[src/rtl/msrv32_pc_branch_ctrl.sv]
// PC sequencer around the branch decision: target calc, IMEM fetch handshake, flushes.
// Ports: clk/rst (sync, active-low), decode fields + branch_taken in; imem req/addr, pc, pc+4,
//   flush and misaligned pulse out. Optional MSRV32_MISALIGN_TRAP_EN adds the TRAP state.
module msrv32_pc_branch_ctrl #(
   parameter int               WIDTH     = 32,
   parameter logic [WIDTH-1:0] BOOT_ADDR = '0
) (
   input  logic             ms_riscv32_mp_clk_in,
   input  logic             ms_riscv32_mp_rst_in,
   input  logic [4:0]       opcode_in,
   input  logic [2:0]       funct3_in,
   input  logic [WIDTH-1:0] imm_in,
   input  logic [WIDTH-1:0] rs1_in,
   input  logic             branch_taken_in,
   input  logic             instr_valid_in,
   input  logic             stall_in,
   input  logic             imem_ready_in,
   input  logic [WIDTH-1:0] trap_vec_in,
   output logic             imem_req_out,
   output logic [WIDTH-1:0] imem_addr_out,
   output logic [WIDTH-1:0] pc_out,
   output logic [WIDTH-1:0] pc_plus4_out,
   output logic             flush_out,
   output logic             misaligned_instr_out
);

   typedef enum logic [2:0] {
      S_BOOT,
      S_FETCH,
      S_RUN,
`ifdef MSRV32_MISALIGN_TRAP_EN
      S_REDIR,
      S_TRAP
`else
      S_REDIR
`endif
   } state_t;

   state_t           state_q, state_d;
   logic [WIDTH-1:0] pc_q, pc_d;
   logic [WIDTH-1:0] addr_q, addr_d;
   logic [WIDTH-1:0] tgt_q, tgt_d;
   logic             pend_q, pend_d;

   logic             is_jal, is_jalr, is_br, redir, mis;
   logic [WIDTH-1:0] raw_tgt, dest, seq_pc;

   assign seq_pc = pc_q + WIDTH'(4);

   always_ff @(posedge ms_riscv32_mp_clk_in) begin
      if (!ms_riscv32_mp_rst_in) begin
         state_q <= S_BOOT;
         pc_q    <= BOOT_ADDR;
         addr_q  <= BOOT_ADDR;
         tgt_q   <= BOOT_ADDR;
         pend_q  <= 1'b0;
      end else begin
         state_q <= state_d;
         pc_q    <= pc_d;
         addr_q  <= addr_d;
         tgt_q   <= tgt_d;
         pend_q  <= pend_d;
      end
   end

   always_comb begin
      is_jal  = (opcode_in == 5'b11011);
      is_jalr = (opcode_in == 5'b11001) && (funct3_in == 3'b000);
      is_br   = (opcode_in == 5'b11000) && branch_taken_in &&
                (funct3_in != 3'b010) && (funct3_in != 3'b011);
      redir   = is_jal | is_jalr | is_br;
      raw_tgt = is_jalr ? ((rs1_in + imm_in) & ~WIDTH'(1))
                        : (pc_q + imm_in);
`ifdef MSRV32_MISALIGN_TRAP_EN
      mis  = (raw_tgt[1:0] != 2'b00);
      dest = mis ? trap_vec_in : raw_tgt;
`else
      mis  = 1'b0;
      dest = {raw_tgt[WIDTH-1:2], 2'b00};
`endif
   end

   // A fetch in flight can't have its address changed, so a redirect
   // taken while IMEM is busy parks the destination in tgt_q until ready.
   always_comb begin
      state_d = state_q;
      pc_d    = pc_q;
      addr_d  = addr_q;
      tgt_d   = tgt_q;
      pend_d  = pend_q;
      unique case (state_q)
         S_BOOT: begin
            state_d = S_FETCH;
            pc_d    = BOOT_ADDR;
            addr_d  = BOOT_ADDR;
            pend_d  = 1'b0;
         end
         S_FETCH: begin
            if (imem_ready_in) begin
               if (pend_q) begin
                  addr_d = tgt_q;
                  pend_d = 1'b0;
               end else begin
                  state_d = S_RUN;
               end
            end
         end
         S_RUN: begin
            if (instr_valid_in && !stall_in) begin
               if (redir) begin
                  pc_d = dest;
`ifdef MSRV32_MISALIGN_TRAP_EN
                  state_d = mis ? S_TRAP : S_REDIR;
`else
                  state_d = S_REDIR;
`endif
                  if (imem_ready_in) begin
                     addr_d = dest;
                  end else begin
                     pend_d = 1'b1;
                     tgt_d  = dest;
                  end
               end else if (imem_ready_in) begin
                  pc_d   = seq_pc;
                  addr_d = seq_pc;
               end
            end
         end
         default: begin
            // REDIR / TRAP: always a single cycle
            if (pend_q) begin
               state_d = S_FETCH;
               if (imem_ready_in) begin
                  addr_d = tgt_q;
                  pend_d = 1'b0;
               end
            end else begin
               state_d = imem_ready_in ? S_RUN : S_FETCH;
            end
         end
      endcase
   end

   always_comb begin
      imem_req_out  = (state_q != S_BOOT);
      imem_addr_out = addr_q;
      pc_out        = pc_q;
      pc_plus4_out  = seq_pc;
`ifdef MSRV32_MISALIGN_TRAP_EN
      flush_out            = (state_q == S_REDIR) || (state_q == S_TRAP);
      misaligned_instr_out = (state_q == S_TRAP);
`else
      flush_out            = (state_q == S_REDIR);
      misaligned_instr_out = 1'b0;
`endif
   end

endmodule

[config.mk]
export PLATFORM = sky130hd
export DESIGN_NAME = msrv32_pc_branch_ctrl
export DESIGN_NICKNAME = d
export VERILOG_FILES = /design/src/rtl/msrv32_pc_branch_ctrl.sv
export SDC_FILE = /design/constraint.sdc
export NUM_CORES = 1
export LEC_CHECK = 0
export CORE_MARGIN = 2
export CORE_UTILIZATION = 51
export DETAILED_ROUTE_END_ITERATION = 10
export GPL_TIMING_DRIVEN = 0
export PLACE_DENSITY = 0.83
export RECOVER_POWER = 100
export SETUP_SLACK_MARGIN = 0.15
export SYNTH_ARGS = -nofsm -noshare
export SYNTH_HDL_FRONTEND = slang
export SYNTH_SLANG_ARGS = --single-unit
[constraint.sdc]
create_clock -name ms_riscv32_mp_clk_in -period 3.29 [get_ports ms_riscv32_mp_clk_in]
set_input_delay 0.658 -clock ms_riscv32_mp_clk_in [delete_from_list [all_inputs] [get_ports ms_riscv32_mp_clk_in]]
set_output_delay 0.658 -clock ms_riscv32_mp_clk_in [all_outputs]
set_load 0.02 [all_outputs]
== After elaboration in Yosys (flattened, before gate mapping) ==
Index checks and enable logic that the tools add are counted.

* Bits in registers: 98
* Latch bits: 0
* Bits in writable memories: 0
* Bits in read-only memories: 0
* Input port bits: 110
* Logic and storage cells: 71
* Memories: 0

* Add/sub/neg operators: 3
* Multiply operators: 0
* Div/mod/pow operators: 0
* $lt $le $gt $ge: 0
* Equal/unequal tests: 17
* Shift operators: 0
* Multiplexer cells: 27
* Bitwise operators: 3
* Reductions and logical operators: 16

{| class="wikitable"
|+ Operators by type and width
! cell !! number
|-
| 2-to-1 mux 32 bit || 11
|-
| case mux 32 bit (3 select lines) || 1
|-
| adder 32 bit || 2
|-
| case mux 32 bit (2 select lines) || 1
|-
| adder 32 x 3 -> 32 bit, second input constant || 1
|-
| == test 5 bit, second input constant || 3
|-
| != test 2 bit, second input constant || 7
|-
| 2-to-1 mux 3 bit || 4
|-
| AND reduction 4 bit || 3
|-
| != test 3 x 2 -> 1 bit, second input constant || 3
|-
| case mux 3 bit (3 select lines) || 1
|-
| == test 3 x 2 -> 1 bit, second input constant || 2
|-
| logical NOT 3 bit || 2
|-
| 2-to-1 mux 1 bit || 6
|-
| AND reduction 6 bit || 1
|-
| nonzero test 3 bit || 2
|-
| logical AND 1 bit || 5
|-
| 2-to-1 mux 2 bit || 2
|-
| == test 3 x 1 -> 1 bit, second input constant || 1
|-
| != test 3 bit, second input constant || 1
|-
| case mux 1 bit (3 select lines) || 1
|-
| AND reduction 3 bit || 1
|-
| OR 1 bit || 2
|-
| nonzero test 2 bit || 1
|-
| 2 further kinds || 2
|}

== Depth between registers and ports, before layout ==
* Depth in word-level cells: 8
* Depth in mapped cells: 11
* Mapped depth without buffers: 10

== Worst setup path before layout ==
OpenSTA, ideal clock, no wires.

* Path kind: input-to-reg
* Start point: input port imm_in[4]
* End point: register addr_q[31], in the netlist imem_addr_out[31]
* Library setup time: 0.136 ns
* Data arrival time: 2.788 ns
* Setup slack: 0.366 ns
* Stages: 10
* Path buffers: 0
* Cell sequence: ha_1 a21o_1 a211o_1 o221ai_4 o21ai_2 a31o_2 a21oi_2 xnor3_1 a221oi_2 a31oi_1

* Word-level cells in the longest chain between the ends: 6

{| class="wikitable"
|+ RTL lines
! what !! RTL line !! text
|-
| start: declaration || 12 || <nowiki>input logic [WIDTH-1:0] imm_in,</nowiki>
|-
| adder 32 bit, on equally long branches || 73, 72 ||
|-
| 2-to-1 mux 32 bit (*) || 72 || <nowiki>raw_tgt = is_jalr ? ((rs1_in + imm_in) & ~WIDTH'(1))</nowiki>
|-
| 2-to-1 mux 32 bit (*) || 117 || <nowiki>if (imem_ready_in) begin</nowiki>
|-
| 2-to-1 mux 32 bit (*) || 110 || <nowiki>if (redir) begin</nowiki>
|-
| 2-to-1 mux 32 bit (*) || 109 || <nowiki>if (instr_valid_in && !stall_in) begin</nowiki>
|-
| case mux 32 bit (3 select lines) (*) || 91 || <nowiki>unique case (state_q)</nowiki>
|-
| end signal: assignment || 60 || <nowiki>addr_q <= addr_d;</nowiki>
|-
| end: declaration || 41 || <nowiki>logic [WIDTH-1:0] addr_q, addr_d;</nowiki>
|}

Mark *: on every way between the ends. The rest lies on a longest branch, timed or not. The select of a mux whose other input is x is not followed.
A chain may end at the register's enable or synchronous reset.

== Worst setup path after layout ==
* Start point: input port opcode_in[2]
* End point: register pc_q[6], in the netlist pc_out[6]

* Word-level cells in the longest chain between the ends: 8

{| class="wikitable"
|+ RTL lines
! what !! RTL line !! text
|-
| start: declaration || 10 || <nowiki>input logic [4:0] opcode_in,</nowiki>
|-
| == test 5 bit || 69 || <nowiki>is_br = (opcode_in == 5'b11000) && branch_taken_in &&</nowiki>
|-
| logical AND 1 bit (2 in series) || 69 ||
|-
| logical AND 1 bit || 70 || <nowiki>(funct3_in != 3'b010) && (funct3_in != 3'b011);</nowiki>
|-
| OR 1 bit || 71 || <nowiki>redir = is_jal | is_jalr | is_br;</nowiki>
|-
| 2-to-1 mux 32 bit || 110 ||
|-
| 2-to-1 mux 32 bit || 109 ||
|-
| case mux 32 bit (2 select lines) || 91 ||
|-
| end signal: assignment || 59 || <nowiki>pc_q <= pc_d;</nowiki>
|-
| end: declaration || 40 || <nowiki>logic [WIDTH-1:0] pc_q, pc_d;</nowiki>
|}

Several ways; a longest one is shown, not always the timed one. The select of a mux whose other input is x is not followed.

==> results.yml <==
timing:
  finalCritPeriodShare_pct: 97.77
  skew_ns: 0.009082
  tns_ns: 0
  hold_viol_final: 0
  worstMarginPinSlew_ns: 0.7964
  min_period_ns: 3.217
  max_freq_ghz: 0.3109
  rsz0062_at_grt: "true"
  relSlewSlack_pct: 46.91
  final_max_slew_viol_count: 0
  final-setup-viol-count: 0
  setup_ws_ns: 0.07331
grt:
  grt_pass1_wl_mm: 48.76
  grt-ovfl-total: 0
  antenna_found_initial: 0
  grtUsageTotal_pct: 35.14
  grt_start_max_net_pins: 15
  first_global_vias: 9065
final_layout:
  nNetsFinal: 1492
  multi_input_area_um2: 6739
  fin_cells: 1535
  antenna_cells: 0
  fillerInstances: 1196
  regArea_um2: 1987
  drive_gt1_share_pct: 16.38
  syn_to_final_growth_pct: 41.08
floorplan:
  coreArea_um2: 15830
  dieArea_um2: 17210
  row_count: 46
  floorplan.initialDensity_pct: 52.13
  die_w_um: 131.2
  io_pins: 209
  die-height_um: 131.2
worst_setup_path:
  crit_top_cell: "o21ai_0"
  end_kind: "flop"
  path_max_fanout: 10
  cp_slowest_stage_delay_ns: 0.60
  crit_chain: "dlygate4sd3_1 -> nand3b_1 -> nor4bb_4 -> clkbuf_2 -> o21ai_1 -> o21ai_0 -> o21ai_0 -> and2_0"
  start_kind: "primary input"
  worstPathRequired_ns: 3.52
  crit_family: "simple AND/OR/NAND/NOR gates"
  reg2reg_from: "pc_out[1]$_SDFFE_PN0P_"
  cp.arrival_ns: 3.45
  critPathKind: "primary input to flop"
  cpMaxStageDelayCell: "nor4bb_4"
  startpoint: "opcode_in[2]"
  worst-path-buf-inv: 2
placed_design:
  io_buffer_count: 174
  dp_hpwl_mm: 24.03
  pre_cts_ws_ns: -0.6427
  dpl.cell_count: 1489
  place_congestion: 0.9676
synth:
  yosys_warnings: 0
  yosys.cell_count.top_type: "nand2_1"
  synthArstFlopShare_pct: 0
  synthFlopType: "dfxtp_1"
  syn_inst: 1099
  syn_area_um2: 8252
  ys_seq_elements: 97
  synth_area_leaders: "dfxtp_1, ha_1, a21oi_1, o21ai_0, nand2_1"
  ys_seq_area_share_pct: 23.53
  synth-edff-count: 0
  syn_avg_cell_area_um2: 7.508
  synth.top_cell.area_share_pct: 23.53
  synth_fp_nets: 1275
  yosys-top-cells-count: "nand2_1, a21oi_1, o21ai_0"
  synth_cell_types: 82
  synth_top_area_cell: "dfxtp_1"
pwr:
  finalPower_mw: 6.927
  ir_drop_mv: 0.3794
  power_density_nw_per_um2: 595.1
  leakagePower_nw: 4.896
cts:
  insertion_delay_ns: 0.35
  tritoncts: "done"
  path_clk_slew_ns: 0.06
  cts_buffers: 9
  clock-sinks: 97
  clockBufferDepth: 2
  cts_root_buf: "clkbuf_16"
  ctsHoldBuffers: 0
  htreeDepth: 3
routing:
  vias: 9947
  routed_wl_mm: 32.65
  wl_per_cell_um: 21.27
  drtIter0Drc: 1175
  postRouteAntennaNets: 0
  viasPerCell: 6.480
  drtPass1Iterations: 8
  drcViolationCount: 0
hold_path:
  hold_start: "tgt_q[4]$_SDFFE_PN0P_"
  hp-class: "flop to flop"
flow_run:
  cap_viol_max_count: 0
status:
  status: "finished clean"
## layer usage
| layer | up-vias | wire length (µm) | global-route usage (%) | share of wire (%) |
|---|---|---|---|---|
| li1 | 4496 | - | - | - |
| met1 | 4578 | 12710 | 47.33 | 39 |
| met2 | 751 | 14450 | 54.59 | 44 |
| met3 | 122 | 4091 | 8.333 | 13 |
| met4 | 0 | 1394 | 13.29 | 4.3 |
| met5 | - | 0 | 0 | 0 |
## final timing paths
kind	to	slack [ns]	depth (start not counted)
worst max-delay path	pc_out[6]$_SDFFE_PN0P_	0.07	8
worst min register to register	tgt_q[4]$_SDFFE_PN0P_	0.47	2
worst max register to register	imem_addr_out[16]$_SDFFE_PN0P_	0.15	10
worst min-delay path	tgt_q[4]$_SDFFE_PN0P_	0.47	2
## report_power, final
group	internal (mW)	switching (mW)	total, mW
logic	1.52	2.59	4.12
registers	1.46	0.289	1.75
clock network	0.624	0.438	1.06
## tightest hold or removal path: stages (launching register included)
cell and delay (ns):
dfxtp_1 0.31, nand2_1 0.05, a21oi_1 0.05
## cells in the final DEF, fill, tap and decap left out, drive strengths merged, types with 16 or more instances in the layout
cell           instances
xnor2                 45
buf                   43
dlymetal6s2s          19
clkdlybuf4s50         44
o21ai                114
clkbuf                75
xor2                  34
dfxtp                 97
nand4                 25
nor2                  81
dlygate4sd2           16
a31oi                 32
nand2                129
inv                   22
ha                    66
a21oi                115
nand3                 34
a21o                  28
dlygate4sd3           82
## cells by family (layout without fill, tap and decap cells)
group | count (synthesis) | in the layout | share of synthesized area, %
xor+xnor | 80 | 80 | 8.749
flops | 97 | 97 | 23.53
simple gates | 351 | 351 | 20.17
compound gates | 415 | 415 | 32.83
buf+inv | 85 | 305 | 4.185
fa+ha+maj | 66 | 66 | 10.01
mux | 4 | 4 | 0.4852
other cells | 1 | 1 | 0.04545
## metrics by stage
step / hold slack [ns] / util, % / instance area (µm²)
6_report: 0.4655 / 73.55 / 11640
5_1_grt: 0.4756 / 73.55 / 11640
4_1_cts: 0.4585 / 70.29 / 11130
3_5_place_dp: 0.4505 / 64.85 / 10260
3_3_place_gp: 0.4460 / 64.85 / 10260
2_1_floorplan: 0.4322 / - / 8252
## sequential cells by signal, indices dropped and copies added (netlist names)
signal	cells
pc_out	32
state_q	2
pend_q	1
tgt_q	30
imem_addr_out	32
## final cells by class
| cell class | count | area share (%) |
|---|---|---|
| multi-input combinational | 917 | 57.89 |
| sequential | 97 | 17.07 |
| timing repair buffer | 206 | 16.87 |
| buffer | 63 | 2.601 |
| tap | 216 | 2.322 |
| clock buffer | 12 | 2.203 |
| inverter | 22 | 0.7094 |
| clock inverter | 2 | 0.3332 |
## repair_timing
| item | CTS | global route |
|---|---|---|
| pin swaps | 39 | 50 |
| buffers inserted | 13 | 19 |
| setup endpoints to repair | 94 | 87 |
| resized for setup | 142 | 145 |
Power figures use the tool's default switching activity.
